## src/rtl/bt_pkg.sv

```systemverilog
// Shared definitions for the Bluetooth UART transmit scheduler.
//   tx_state_e       : serial frame sequencing states
//   DATA_W           : byte width (8N1 framing)
//   FRAME_BITS       : start + 8 data + stop
//   CLKS_PER_BIT_DEF : 50 MHz board clock / 9600 baud
package bt_pkg;

    typedef enum logic [1:0] {
        IDLE  = 2'd0,
        START = 2'd1,
        DATA  = 2'd2,
        STOP  = 2'd3
    } tx_state_e;

    localparam int DATA_W           = 8;
    localparam int FRAME_BITS       = 10;
    localparam int CLKS_PER_BIT_DEF = 5208;

endpackage

```

## src/rtl/bt_uart_tx_core.sv

```systemverilog
// 8N1 serial framer: start bit, 8 data bits LSB first, stop bit, each held
// for CLKS_PER_BIT clocks.
//   clk, rst : board clock, synchronous active-high reset
//   start    : accepted only while idle; latches byte_in and drives tx low
//              on the same edge
//   byte_in  : byte to send
//   tx       : serial line, idle high (registered)
//   busy     : high from the start edge until the end of the stop bit
//   done     : high during the last clock of the stop bit
module bt_uart_tx_core
    import bt_pkg::*;
#(
    parameter int CLKS_PER_BIT = CLKS_PER_BIT_DEF
) (
    input  logic              clk,
    input  logic              rst,
    input  logic              start,
    input  logic [DATA_W-1:0] byte_in,
    output logic              tx,
    output logic              busy,
    output logic              done
);

    localparam int BAUD_W = (CLKS_PER_BIT > 1) ? $clog2(CLKS_PER_BIT) : 1;
    localparam logic [BAUD_W-1:0] BAUD_LAST = BAUD_W'(CLKS_PER_BIT - 1);

    tx_state_e         state_q, state_d;
    logic [BAUD_W-1:0] baud_q, baud_d;
    logic [2:0]        bit_q, bit_d;
    logic [DATA_W-1:0] shreg_q, shreg_d;
    logic              tx_q, tx_d;
    logic              busy_q, busy_d;
    logic              bit_end;

    assign bit_end = (baud_q == BAUD_LAST);

    always_comb begin
        state_d = state_q;
        baud_d  = baud_q;
        bit_d   = bit_q;
        shreg_d = shreg_q;
        tx_d    = tx_q;
        busy_d  = busy_q;
        done    = 1'b0;
        case (state_q)
            IDLE: begin
                // Baud counter is parked at 0 so the start bit is a full period.
                if (start) begin
                    state_d = START;
                    shreg_d = byte_in;
                    tx_d    = 1'b0;
                    busy_d  = 1'b1;
                    baud_d  = '0;
                    bit_d   = '0;
                end
            end
            START: begin
                if (bit_end) begin
                    baud_d  = '0;
                    state_d = DATA;
                    tx_d    = shreg_q[0];
                end else begin
                    baud_d = baud_q + 1'b1;
                end
            end
            DATA: begin
                if (bit_end) begin
                    baud_d = '0;
                    if (bit_q == 3'd7) begin
                        bit_d   = '0;
                        state_d = STOP;
                        tx_d    = 1'b1;
                    end else begin
                        bit_d   = bit_q + 1'b1;
                        // Shift out the bit just sent; next bit is shreg_q[1].
                        shreg_d = shreg_q >> 1;
                        tx_d    = shreg_q[1];
                    end
                end else begin
                    baud_d = baud_q + 1'b1;
                end
            end
            STOP: begin
                if (bit_end) begin
                    baud_d  = '0;
                    state_d = IDLE;
                    busy_d  = 1'b0;
                    done    = 1'b1;
                end else begin
                    baud_d = baud_q + 1'b1;
                end
            end
            default: state_d = IDLE;
        endcase
    end

    always_ff @(posedge clk) begin
        if (rst) begin
            state_q <= IDLE;
            baud_q  <= '0;
            bit_q   <= '0;
            shreg_q <= '0;
            tx_q    <= 1'b1;
            busy_q  <= 1'b0;
        end else begin
            state_q <= state_d;
            baud_q  <= baud_d;
            bit_q   <= bit_d;
            shreg_q <= shreg_d;
            tx_q    <= tx_d;
            busy_q  <= busy_d;
        end
    end

    assign tx   = tx_q;
    assign busy = busy_q;

endmodule

```

## src/rtl/bt_uart_tx_sched.sv

```systemverilog
// Round-robin scheduler sharing one UART tx line among N_REQ byte requesters.
//   clk, rst : board clock, synchronous active-high reset
//   req      : per-requester request, held until ack
//   data     : byte of requester i at [i*DATA_W +: DATA_W]
//   ack      : one-cycle one-hot pulse, the byte of that requester was latched
//   grant_id : requester owning the current or last frame
//   busy     : frame in progress
//   tx       : serial line, idle high
module bt_uart_tx_sched #(
    parameter int N_REQ        = 4,
    parameter int CLKS_PER_BIT = bt_pkg::CLKS_PER_BIT_DEF,
    parameter int DATA_W       = 8
) (
    input  logic                     clk,
    input  logic                     rst,
    input  logic [N_REQ-1:0]         req,
    input  logic [N_REQ*DATA_W-1:0]  data,
    output logic [N_REQ-1:0]         ack,
    output logic [$clog2(N_REQ)-1:0] grant_id,
    output logic                     busy,
    output logic                     tx
);

    import bt_pkg::*;

    localparam int ID_W = $clog2(N_REQ);

    logic [ID_W-1:0]   ptr_q, ptr_d;
    logic [ID_W-1:0]   grant_q, grant_d;
    logic [N_REQ-1:0]  ack_q, ack_d;
    logic [ID_W-1:0]   win, idx;
    logic [DATA_W-1:0] win_byte;
    logic              found, start;
    logic              core_busy;
    logic              core_done_unused;

    // First set request at or after the pointer, wrapping modulo N_REQ.
    always_comb begin
        win   = '0;
        idx   = '0;
        found = 1'b0;
        for (int i = 0; i < N_REQ; i++) begin
            idx = ID_W'((int'(ptr_q) + i) % N_REQ);
            if (!found && req[idx]) begin
                found = 1'b1;
                win   = idx;
            end
        end
    end

    always_comb begin
        win_byte = '0;
        for (int i = 0; i < N_REQ; i++) begin
            if (win == ID_W'(i)) win_byte = data[i*DATA_W +: DATA_W];
        end
    end

    // Arbitration only while the framer is idle; busy drops on the edge that
    // ends the stop bit, so the idle cycle between frames is the grant cycle.
    assign start = found && !core_busy;

    always_comb begin
        ptr_d   = ptr_q;
        grant_d = grant_q;
        ack_d   = '0;
        if (start) begin
            grant_d = win;
            ptr_d   = (win == ID_W'(N_REQ - 1)) ? '0 : win + 1'b1;
            for (int i = 0; i < N_REQ; i++) ack_d[i] = (win == ID_W'(i));
        end
    end

    always_ff @(posedge clk) begin
        if (rst) begin
            ptr_q   <= '0;
            grant_q <= '0;
            ack_q   <= '0;
        end else begin
            ptr_q   <= ptr_d;
            grant_q <= grant_d;
            ack_q   <= ack_d;
        end
    end

    // done is not needed here: busy alone marks when the line is free.
    bt_uart_tx_core #(
        .CLKS_PER_BIT(CLKS_PER_BIT)
    ) u_core (
        .clk    (clk),
        .rst    (rst),
        .start  (start),
        .byte_in(win_byte),
        .tx     (tx),
        .busy   (core_busy),
        .done   (core_done_unused)
    );

    assign ack      = ack_q;
    assign grant_id = grant_q;
    assign busy     = core_busy;

endmodule

```

## config.mk

```make
export PLATFORM = sky130hd
export DESIGN_NAME = bt_uart_tx_sched
export DESIGN_NICKNAME = d
export VERILOG_FILES = /design/src/rtl/bt_pkg.sv /design/src/rtl/bt_uart_tx_core.sv /design/src/rtl/bt_uart_tx_sched.sv
export SDC_FILE = /design/constraint.sdc
export NUM_CORES = 1
export LEC_CHECK = 0
export CAP_MARGIN = 10
export CORE_UTILIZATION = 45
export DETAILED_ROUTE_END_ITERATION = 12
export PLACE_DENSITY_LB_ADDON = 0.25
export SLEW_MARGIN = 20
export SYNTH_ARGS = -nofsm -noshare
export SYNTH_HDL_FRONTEND = slang
export SYNTH_SLANG_ARGS = --single-unit
```

## constraint.sdc

```tcl
create_clock -name clk -period 3.55 [get_ports clk]
set_clock_uncertainty 0.2 [all_clocks]
set_input_delay 0.355 -clock clk [delete_from_list [all_inputs] [get_ports clk]]
set_output_delay 0.355 -clock clk [all_outputs]
set_load 0.02 [all_outputs]
```

# [After elaboration in Yosys (flattened, before gate mapping)]
# Cells that the tools add are included.
[word_totals] reg_bits=36 latchBits=0 ramBits=0 mem_bits_ro=0 input_bits=38 mem_count=0
[op_classes] addsub=6 mul=0 n_div=0 order_cmp=4 n_eq_ne=14 shifts=0 n_mux=46 bitwise_logic=1 reduce_logical=20
[ops] op="$mux 8" count=7
[ops] op="$mux 13" count=2
[ops] op="$pmux 13 s2" count=1
[ops] op="$mux 2" count=10
[ops] op="$pmux 8 s2" count=1
[ops] op="$mux 1" count=14
[ops] op="$add 13x1->13 const B" count=1
[ops] op="$eq 13x13->1 const B" count=1
[ops] op="$lt 2x3->1 const B" count=4
[ops] op="$mux 3" count=3
[ops] op="$bmux 1 s2" count=4
[ops] op="$eq 2x2->1 const B" count=4
[ops] op="$ne 2x1->1 const B" count=4
[ops] op="$pmux 2 s4" count=1
[ops] op="$reduce_and 4->1" count=2
[ops] op="$pmux 3 s2" count=1
[ops] op="$reduce_and 3->1" count=2
[ops] op="$reduce_and 5->1" count=1
[ops] op="$add 2x1->2 const B" count=2
[ops] op="$add 2x2->2 const B" count=2
[ops] op="$eq 2x1->1 const B" count=2
[ops] op="$logic_and 1x1->1" count=4
[ops] op="$logic_not 1->1" count=4
[ops] op="$logic_not 2->1" count=2
[ops] op="other kinds (10)" count=12

# [Depth between registers and ports, before layout]
# Gate-level depths: netlist of run 1.
[depth] depth_word=19 depth_mapped=11

# [Cells and area by module]
# Synthesis of run 1 repeated with hierarchy kept, for this count alone.
[hier_totals] cells_unflattened=278 area_unflattened_um2=2327.2
[modules_own_cells] mod="bt_uart_tx_core" instances=1 cells_per_inst=193 area_each_um2=1659.1
[modules_own_cells] mod="bt_uart_tx_sched" instances=1 cells_per_inst=85 area_each_um2=668.1

# [Worst setup path before layout of run 1]
# Ideal clock, no wire load.
[synth_path] kind="register to register" startpoint="register ptr_q[1]" endpoint="register u_core.shreg_q[0]" setup_time_ns=0.095 arrival_time_ns=2.193 required_time_ns=3.255 slack_ns=1.061 stages_incl_launch_ff=12 synth_period_minus_slack_ns=2.489 path_cell_list="dfxtp_1 > mux2i_1 > nor2_1 > or3_1 > inv_1 > ha_1 > buf_1 > clkbuf_1 > a21oi_1 > o31ai_1 > o31ai_1 > a221oi_1"
[synth_via] elab_chain_cells=19 elab_cells_between_ends=38 classes_between="3 x add/sub; 4 x eq/ne; 22 x mux; 9 x reduce/logical"
[synth_lines] item="start, declared" line_no="bt_uart_tx_sched.sv:28" source="logic [ID_W-1:0] ptr_q, ptr_d;"
[synth_lines] item="start signal, assigned" line_no="bt_uart_tx_sched.sv:79" source="ptr_q <= ptr_d;"
[synth_lines] item="branches (longest 11 deep; another with $add 2x1->2)"
[synth_lines] item="$mux 2 *" line_no="bt_uart_tx_sched.sv:44" source="if (!found && req[idx]) begin"
[synth_lines] item="net win[0]" line_no="bt_uart_tx_sched.sv:31" source="logic [ID_W-1:0] win, idx;"
[synth_lines] item="$logic_not 2->1" line_no="bt_uart_tx_sched.sv:54" source="if (win == ID_W'(i)) win_byte = data[i*DATA_W +: DATA_W];"
[synth_lines] item="$mux 8 (3 in a row)" line_no="bt_uart_tx_sched.sv:54"
[synth_lines] item="$mux 8 *" line_no="bt_uart_tx_sched.sv:54"
[synth_lines] item="$mux 8 *" line_no="bt_uart_tx_core.sv:48" source="if (start) begin"
[synth_lines] item="$pmux 8 s2 *" line_no="bt_uart_tx_core.sv:45" source="case (state_q)"
[synth_lines] item="end signal, assigned" line_no="bt_uart_tx_core.sv:109" source="shreg_q <= shreg_d;"
[synth_lines] item="end, declared" line_no="bt_uart_tx_core.sv:30" source="logic [DATA_W-1:0] shreg_q, shreg_d;"
# Mark *: on every way through the listed nets, which the timed path passes. The select of a mux whose other input is x is not followed.
# A chain may end at the register's enable or synchronous reset.

# [Worst setup path in the final report of run 1]
[layout_path] startpoint="input port req[0]" endpoint="register u_core.shreg_q[0]"
[layout_via] elab_chain_cells=19 elab_cells_between_ends=35 classes_between="4 x eq/ne; 22 x mux; 9 x reduce/logical"
[layout_lines] item="start, declared" line_no="bt_uart_tx_sched.sv:16" source="input logic [N_REQ-1:0] req,"
[layout_lines] item="$bmux 1 s2" line_no="bt_uart_tx_sched.sv:44"
[layout_lines] item="$mux 1 (implied by the code)" line_no="bt_uart_tx_sched.sv:44"
[layout_lines] item="$mux 1" line_no="bt_uart_tx_sched.sv:44"
[layout_lines] item="$logic_not 1->1" line_no="bt_uart_tx_sched.sv:44"
[layout_lines] item="$logic_and 1x1->1" line_no="bt_uart_tx_sched.sv:44"
[layout_lines] item="$mux 1" line_no="bt_uart_tx_sched.sv:44"
[layout_lines] item="$logic_not 1->1" line_no="bt_uart_tx_sched.sv:44"
[layout_lines] item="$logic_and 1x1->1" line_no="bt_uart_tx_sched.sv:44"
[layout_lines] item="[... 2 more ...]"
[layout_lines] item="$logic_and 1x1->1" line_no="bt_uart_tx_sched.sv:44"
[layout_lines] item="$mux 2 *" line_no="bt_uart_tx_sched.sv:44"
[layout_lines] item="net win[1]" line_no="bt_uart_tx_sched.sv:31"
[layout_lines] item="$logic_not 2->1" line_no="bt_uart_tx_sched.sv:54"
[layout_lines] item="$mux 8 (3 in a row)" line_no="bt_uart_tx_sched.sv:54"
[layout_lines] item="$mux 8 *" line_no="bt_uart_tx_sched.sv:54"
[layout_lines] item="$mux 8 *" line_no="bt_uart_tx_core.sv:48"
[layout_lines] item="$pmux 8 s2 *" line_no="bt_uart_tx_core.sv:45"
# The timed path passes the listed nets; every way through them passes the cells marked *. The select of a mux whose other input is x is not followed.

==> results of run 1 <==
## critical path: cells and delay by family
kind                     cells  cell delay (ps)
AO/OA/AOI/OAI                7             1260
adder cells (fa/ha/maj)      1              160
buffers and inverters        2              640
AND/OR/NAND/NOR              1              400
## report_power, final
part | internal (mW) | leakage [nW] | total (mW) | switching [mW]
logic | 0.375 | 0.721 | 0.851 | 0.475
registers | 0.481 | 0.294 | 0.536 | 0.0550
clock network | 0.155 | 0.0510 | 0.303 | 0.148
total | 1.01 | 1.07 | 1.69 | 0.679
## final cells by class
class	instances	area, um^2	share of cell area
clock inverters	2	10.0	0.00373
multi-input cells	187	1250	0.465
clock buffers	6	82.6	0.0308
repair buffers	51	495	0.185
well taps	52	65.1	0.0243
inverters	16	60.1	0.0224
flip-flops and latches	36	721	0.269
## state kept, by name, indices dropped and copies added, names as in the netlist
name / cells
grant_id: 2
u_core.bit_q: 3
u_core.state_q: 2
u_core.busy: 1
u_core.shreg_q: 8
u_core.baud_q: 13
u_core.tx: 1
ack: 4
ptr_q: 2
## cell usage after synthesis (5+ instances only)
library cell / number
a21oi_1: 17
a221o_1: 5
a221oi_1: 9
and2_1: 6
clkbuf_1: 12
dfxtp_1: 36
ha_1: 12
inv_1: 16
nand2_1: 19
nand2b_1: 5
nand3b_1: 5
nor2_1: 32
o21ai_0: 8
o41ai_1: 5
xor2_1: 11
## per-stage QoR
stage / cells / total power [mW] / area [um^2]
after floorplan: 254 / 1.15 / 2090
final: 350 / 1.69 / 2680
after detailed placement: 342 / 1.39 / 2590
after global routing: 350 / 1.83 / 2680
after CTS: 350 / 1.70 / 2680
after global placement: 342 / 1.38 / 2590
## cell families (layout without fill, tap and decap cells)
family | Yosys count | count (layout)
xor gates and xnor gates | 12 | 12
buffers and inverters | 31 | 75
adders and majority gates | 12 | 12
muxes | 3 | 3
DFF | 36 | 36
AOI/OAI and AO/OA | 60 | 60
and+or+nand+nor | 100 | 100
## worst paths after layout
path / slack [ps] / end / start
worst max-delay path: 730 / u_core.shreg_q[0] / req[0]
worst max register to register: 930 / u_core.shreg_q[0] / ptr_q[1]
worst min register to register: 260 / grant_id[1] / grant_id[1]
worst min-delay path: 260 / grant_id[1] / grant_id[1]
## layer usage
metal,global-route usage,vias to the layer above,share of wire
met3,0.0462,10,0.064
met2,0.302,56,0.43
met5,0,-,0
li1,-,994,-
met4,0.0889,0,0.018
met1,0.300,906,0.49
==> flow_metrics.env, run 1 <==
export IMPL_drt_first_pass_iters=4
export IMPL_synth_compound_area_frac=0.204
export IMPL_yosysWarnings=0
export IMPL_synth_xor_xnor_area_share=0.0504
export IMPL_cts_resized=0
export IMPL_cp_arrival_ps=2810
export IMPL_hold_viol_final=0
export IMPL_synth_top_area_share=0.345
export IMPL_hold_path_class="flip-flop to flip-flop"
export IMPL_fin_ws_ps=732
export IMPL_powerDensity_nw_per_um2=630
export IMPL_syn_nets=304
export IMPL_post_route_period_util=0.794
export IMPL_min_path_cells=2
export IMPL_synthSimpleGateAreaFrac=0.257
export IMPL_ys_ff_latch=36
export IMPL_slew_viol_final=0
export IMPL_cts_setup_buffers=0
export IMPL_final_cell_mix="45 x clkdlybuf4s50_1, 36 x dfxtp_1, 32 x nor2_1"
export IMPL_cts_root_buf="clkbuf_8"
export IMPL_antennaDiodeCount=0
export IMPL_syn_avg_cell_area_um2=8.22
export IMPL_layout_nets=347
export IMPL_coreArea_um2=4410
export IMPL_cts_max_level=2
export IMPL_num_fill_cells=401
export IMPL_vias=1966
export IMPL_ant_nets=0
export IMPL_wl_um=4760
export IMPL_leakage_nw=1.07
export IMPL_initial_core_util=0.473
export IMPL_hold_buffers=0
export IMPL_crit_chain="clkdlybuf4s50_1, a21oi_1, o21ai_0, o2bb2a_1, inv_1, ha_1, nor2b_1, a221oi_1, o31ai_1, o31ai_1, a221oi_1"
export IMPL_vias_per_cell=5.62
export IMPL_ys_seq_area_frac=0.345
export IMPL_synth_edff_count=0
export IMPL_yosysTopAreaCell="dfxtp_1"
export IMPL_layout_cells_most_common="clkdlybuf4s50_1"
export IMPL_async_flop_share=0
export IMPL_cts_tree="yes"
export IMPL_wire_per_inst_um=13.6
export IMPL_maxSlewHeadroom=0.568
export IMPL_drive_above_1_share=0.0671
export IMPL_synth_area_leaders="dfxtp_1 35%, ha_1 7.2%, nor2_1 5.8%, xor2_1 4.6%, a21oi_1 4.1%"
export IMPL_grt_overflow=0
export IMPL_clock_latency_ps=290
export IMPL_synth_top_family_by_area="simple AND/OR/NAND/NOR gates"
export IMPL_holdWs_ps=263
export IMPL_drc=0
export IMPL_grt_pass1_wl_um=8350
export IMPL_die_h_um=70.1
export IMPL_synth_adder_area_share=0.0719
export IMPL_antenna_found_initial=0
export IMPL_slowest_stage="clkdlybuf4s50_1"
export IMPL_clkSlewWorstSetupHoldPaths_ps=70
export IMPL_cts_sinks=36
export IMPL_grt_usage=0.210
export IMPL_cpPeakStageDelay_ps=540
export IMPL_place_hpwl_um=3450
export IMPL_cts_root_to_sink_buffers=2
export IMPL_cp_data_required_time_ps=3540
export IMPL_ir_worst_vdd_uv=440
export IMPL_drtIter0Drc=124
export IMPL_syn_to_final_growth_pct=28.5
export IMPL_clock_fmax_ghz=0.355
export IMPL_reg2reg_depth=10
export IMPL_rows=24
export IMPL_port_buffers=45
export IMPL_maxCapViolCount=0
export IMPL_first_global_vias=1773
export IMPL_fin_tns_setup_ps=0
export IMPL_syn_inst=254
export IMPL_min_period_ps=2820
export IMPL_cp_max_fo=7
export IMPL_post_place_ws_ps=420
export IMPL_critical_path_class="input port to flip-flop"
export IMPL_setup_worst_path_start_class="input port"
export IMPL_ys_types=43
export IMPL_grt_max_degree=20
export IMPL_worst_pin_slew_ps=647
export IMPL_dieWidth_um=70.1
export IMPL_muxShareOfSynthArea=0.0144
export IMPL_outcome="complete, no violations"
export IMPL_endpoint_kind="flip-flop"
export IMPL_boundaryPins=46
export IMPL_cts_made_buffers=5
export IMPL_setup_viol=0
export IMPL_rsz0062_at_grt="false"
export IMPL_die_area_um2=4910
export IMPL_syn_area_um2=2090
export IMPL_fin_util=0.607
export IMPL_ys_flop_type="dfxtp_1"
export IMPL_gp_congestion=0.848
No activity file was read; power rests on OpenSTA's default activity.
==> inputs of run 2 (changes only) <==
Clock period 3.55 ns to 2.35 ns, I/O delays scaled along.
==> flow_metrics.env, run 2 (synthesis results as in run 1) <==
export IMPL_antenna_found_initial=0
export IMPL_layout_cells_most_common="clkdlybuf4s50_1"
export IMPL_num_fill_cells=348
export IMPL_post_place_ws_ps=-647
export IMPL_wl_um=5640
export IMPL_coreArea_um2=4410
export IMPL_setup_worst_path_start_class="flip-flop"
export IMPL_drt_first_pass_iters=4
export IMPL_postPlaceCellArea_um2=2740
export IMPL_rows=24
export IMPL_setup_viol=7
export IMPL_fin_ws_ps=-189
export IMPL_largest_register="u_core.baud_q"
export IMPL_maxCapViolCount=0
export IMPL_vias_per_cell=5.59
export IMPL_cts_tree="yes"
export IMPL_endpoint_kind="flip-flop"
export IMPL_rr_endpoint="u_core.shreg_q[5]"
export IMPL_r2r_slack_ps=-190
export IMPL_first_global_vias=1956
export IMPL_grt_pass1_wl_um=8780
export IMPL_clock_fmax_ghz=0.394
export IMPL_final_cell_mix="43 x clkdlybuf4s50_1, 35 x dfxtp_1, 32 x nor2_1"
export IMPL_clkSlewWorstSetupHoldPaths_ps=80
export IMPL_ir_worst_vdd_uv=698
export IMPL_port_buffers=45
export IMPL_wire_per_inst_um=14.9
export IMPL_grt_overflow=0
export IMPL_r2r_start="ptr_q[1]"
export IMPL_dieWidth_um=70.1
export IMPL_critical_path_class="flip-flop to flip-flop"
export IMPL_boundaryPins=46
export IMPL_grt_usage=0.224
export IMPL_syn_to_final_growth_pct=47.8
export IMPL_drtIter0Drc=114
export IMPL_seq_power_share=0.262
export IMPL_layout_nets=376
export IMPL_internal_power_mw=1.89
export IMPL_p_sw_frac=0.392
export IMPL_cp_max_fo=5
export IMPL_die_area_um2=4910
export IMPL_cts_max_level=2
export IMPL_cts_root_buf="clkbuf_8"
export IMPL_cp_arrival_ps=2520
export IMPL_violations="negative setup slack"
export IMPL_switchingPower_mw=1.22
export IMPL_gp_congestion=0.837
export IMPL_cp_data_required_time_ps=2330
export IMPL_ant_nets=0
export IMPL_die_h_um=70.1
export IMPL_worstHoldEndpoint="u_core.shreg_q[6]"
export IMPL_hp_start="u_core.shreg_q[6]"
export IMPL_slew_viol_final=0
export IMPL_combinationalPowerShare=0.559
export IMPL_outcome="finished, violations left"
export IMPL_clock_latency_ps=300
export IMPL_maxSlewHeadroom=0.687
export IMPL_leakage_nw=1.26
export IMPL_drc=0
export IMPL_largest_register_ffs=13
export IMPL_rsz0062_at_grt="true"
export IMPL_reg2reg_depth=9
export IMPL_min_path_cells=2
export IMPL_stdcell_area_um2=3080
export IMPL_cts_sinks=36
export IMPL_min_period_ps=2540
export IMPL_worst_pin_slew_ps=466
export IMPL_cts_made_buffers=5
export IMPL_hold_path_class="flip-flop to flip-flop"
export IMPL_hold_buffers=0
export IMPL_clockPowerShare=0.179
export IMPL_post_route_period_util=1.08
export IMPL_powerDensity_nw_per_um2=1010
export IMPL_vias=2118
export IMPL_place_hpwl_um=3870
export IMPL_grt_max_degree=17
export IMPL_cts_root_to_sink_buffers=2
export IMPL_initial_core_util=0.473
export IMPL_hold_viol_final=0
export IMPL_drive_above_1_share=0.217
export IMPL_antennaDiodeCount=0
-- run 2: changes by cell type in the layout (fill, tap and decap cells not counted), moves of 3 or more --
cell      previous run  this run
ha_1                12         8
a221oi_1             9         1
a221oi_2             1         9
buf_4                6        28
ha_4                 0         4
buf_6                0         3
-- run 2: timing repair --
item	4_1_cts	5_1_grt
pin swaps	4	18
gates cloned	2	0
hold endpoints to repair	0	0
resized for setup	20	15
setup endpoints to repair	8	8
setup buffers	0	9
-- run 2: routing by layer --
metal  global-route usage  vias to the layer above  part of all wire
met5                    0                        -                 0
met4               0.0756                        0             0.019
met3               0.0519                       11             0.048
met2                0.377                       57              0.49
met1                0.281                     1000              0.45
li1                     -                     1050                 -
-- run 2: cell type report --
cell class / count / area (um^2) / area share
Multi-Input combinational cell: 187 / 1390 / 0.451
Tap cell: 52 / 65.1 / 0.0211
Clock buffer: 5 / 68.8 / 0.0223
Sequential cell: 36 / 724 / 0.235
Inverter: 16 / 62.6 / 0.0203
Timing Repair Buffer: 80 / 731 / 0.237
Clock inverter: 3 / 42.5 / 0.0138
-- run 2: critical path, cell delays in order (launching register included) --
cell and delay [ps]:
dfxtp_4 370, mux2i_1 180, nor2_1 70, or3_4 440, ha_4 180, nor2b_4 130
buf_6 120, a221o_1 320, a221oi_2 330, o41ai_2 90
-- run 2: worst max path at each step --
stage                     slack [ps]                end  depth (start not counted)      from
final                           -190  u_core.shreg_q[5]                          9  ptr_q[1]
after floorplan                    4  u_core.shreg_q[1]                          9  ptr_q[1]
after detailed placement        -650  u_core.shreg_q[0]                         11    req[0]
after CTS                        -30  u_core.shreg_q[2]                          9  ptr_q[1]
after global placement          -520  u_core.shreg_q[0]                         11    req[0]
after global routing            -320  u_core.shreg_q[0]                         10  ptr_q[1]
-- run 2: metrics by stage --
step           TNS (ps)  power [mW]  cells  hold WS (ps)   util
6_report           -625        3.11    379           267  0.699
5_1_grt           -1690        3.33    379           301  0.699
4_1_cts           -66.0        2.96    370           265  0.670
3_5_place_dp      -4160        2.28    360           253  0.621
3_3_place_gp      -3520        2.24    360           248  0.621
2_1_floorplan         0        1.76    254           232      -
-- run 2: power by group through the flow --
stage	combinational (mW)	clock, mW	sequential (mW)
detailed placement	1.45	0	0.824
global route	1.90	0.599	0.827
finish	1.74	0.558	0.815
global placement	1.42	0	0.821
CTS	1.58	0.564	0.811
floorplan	0.921	0	0.839
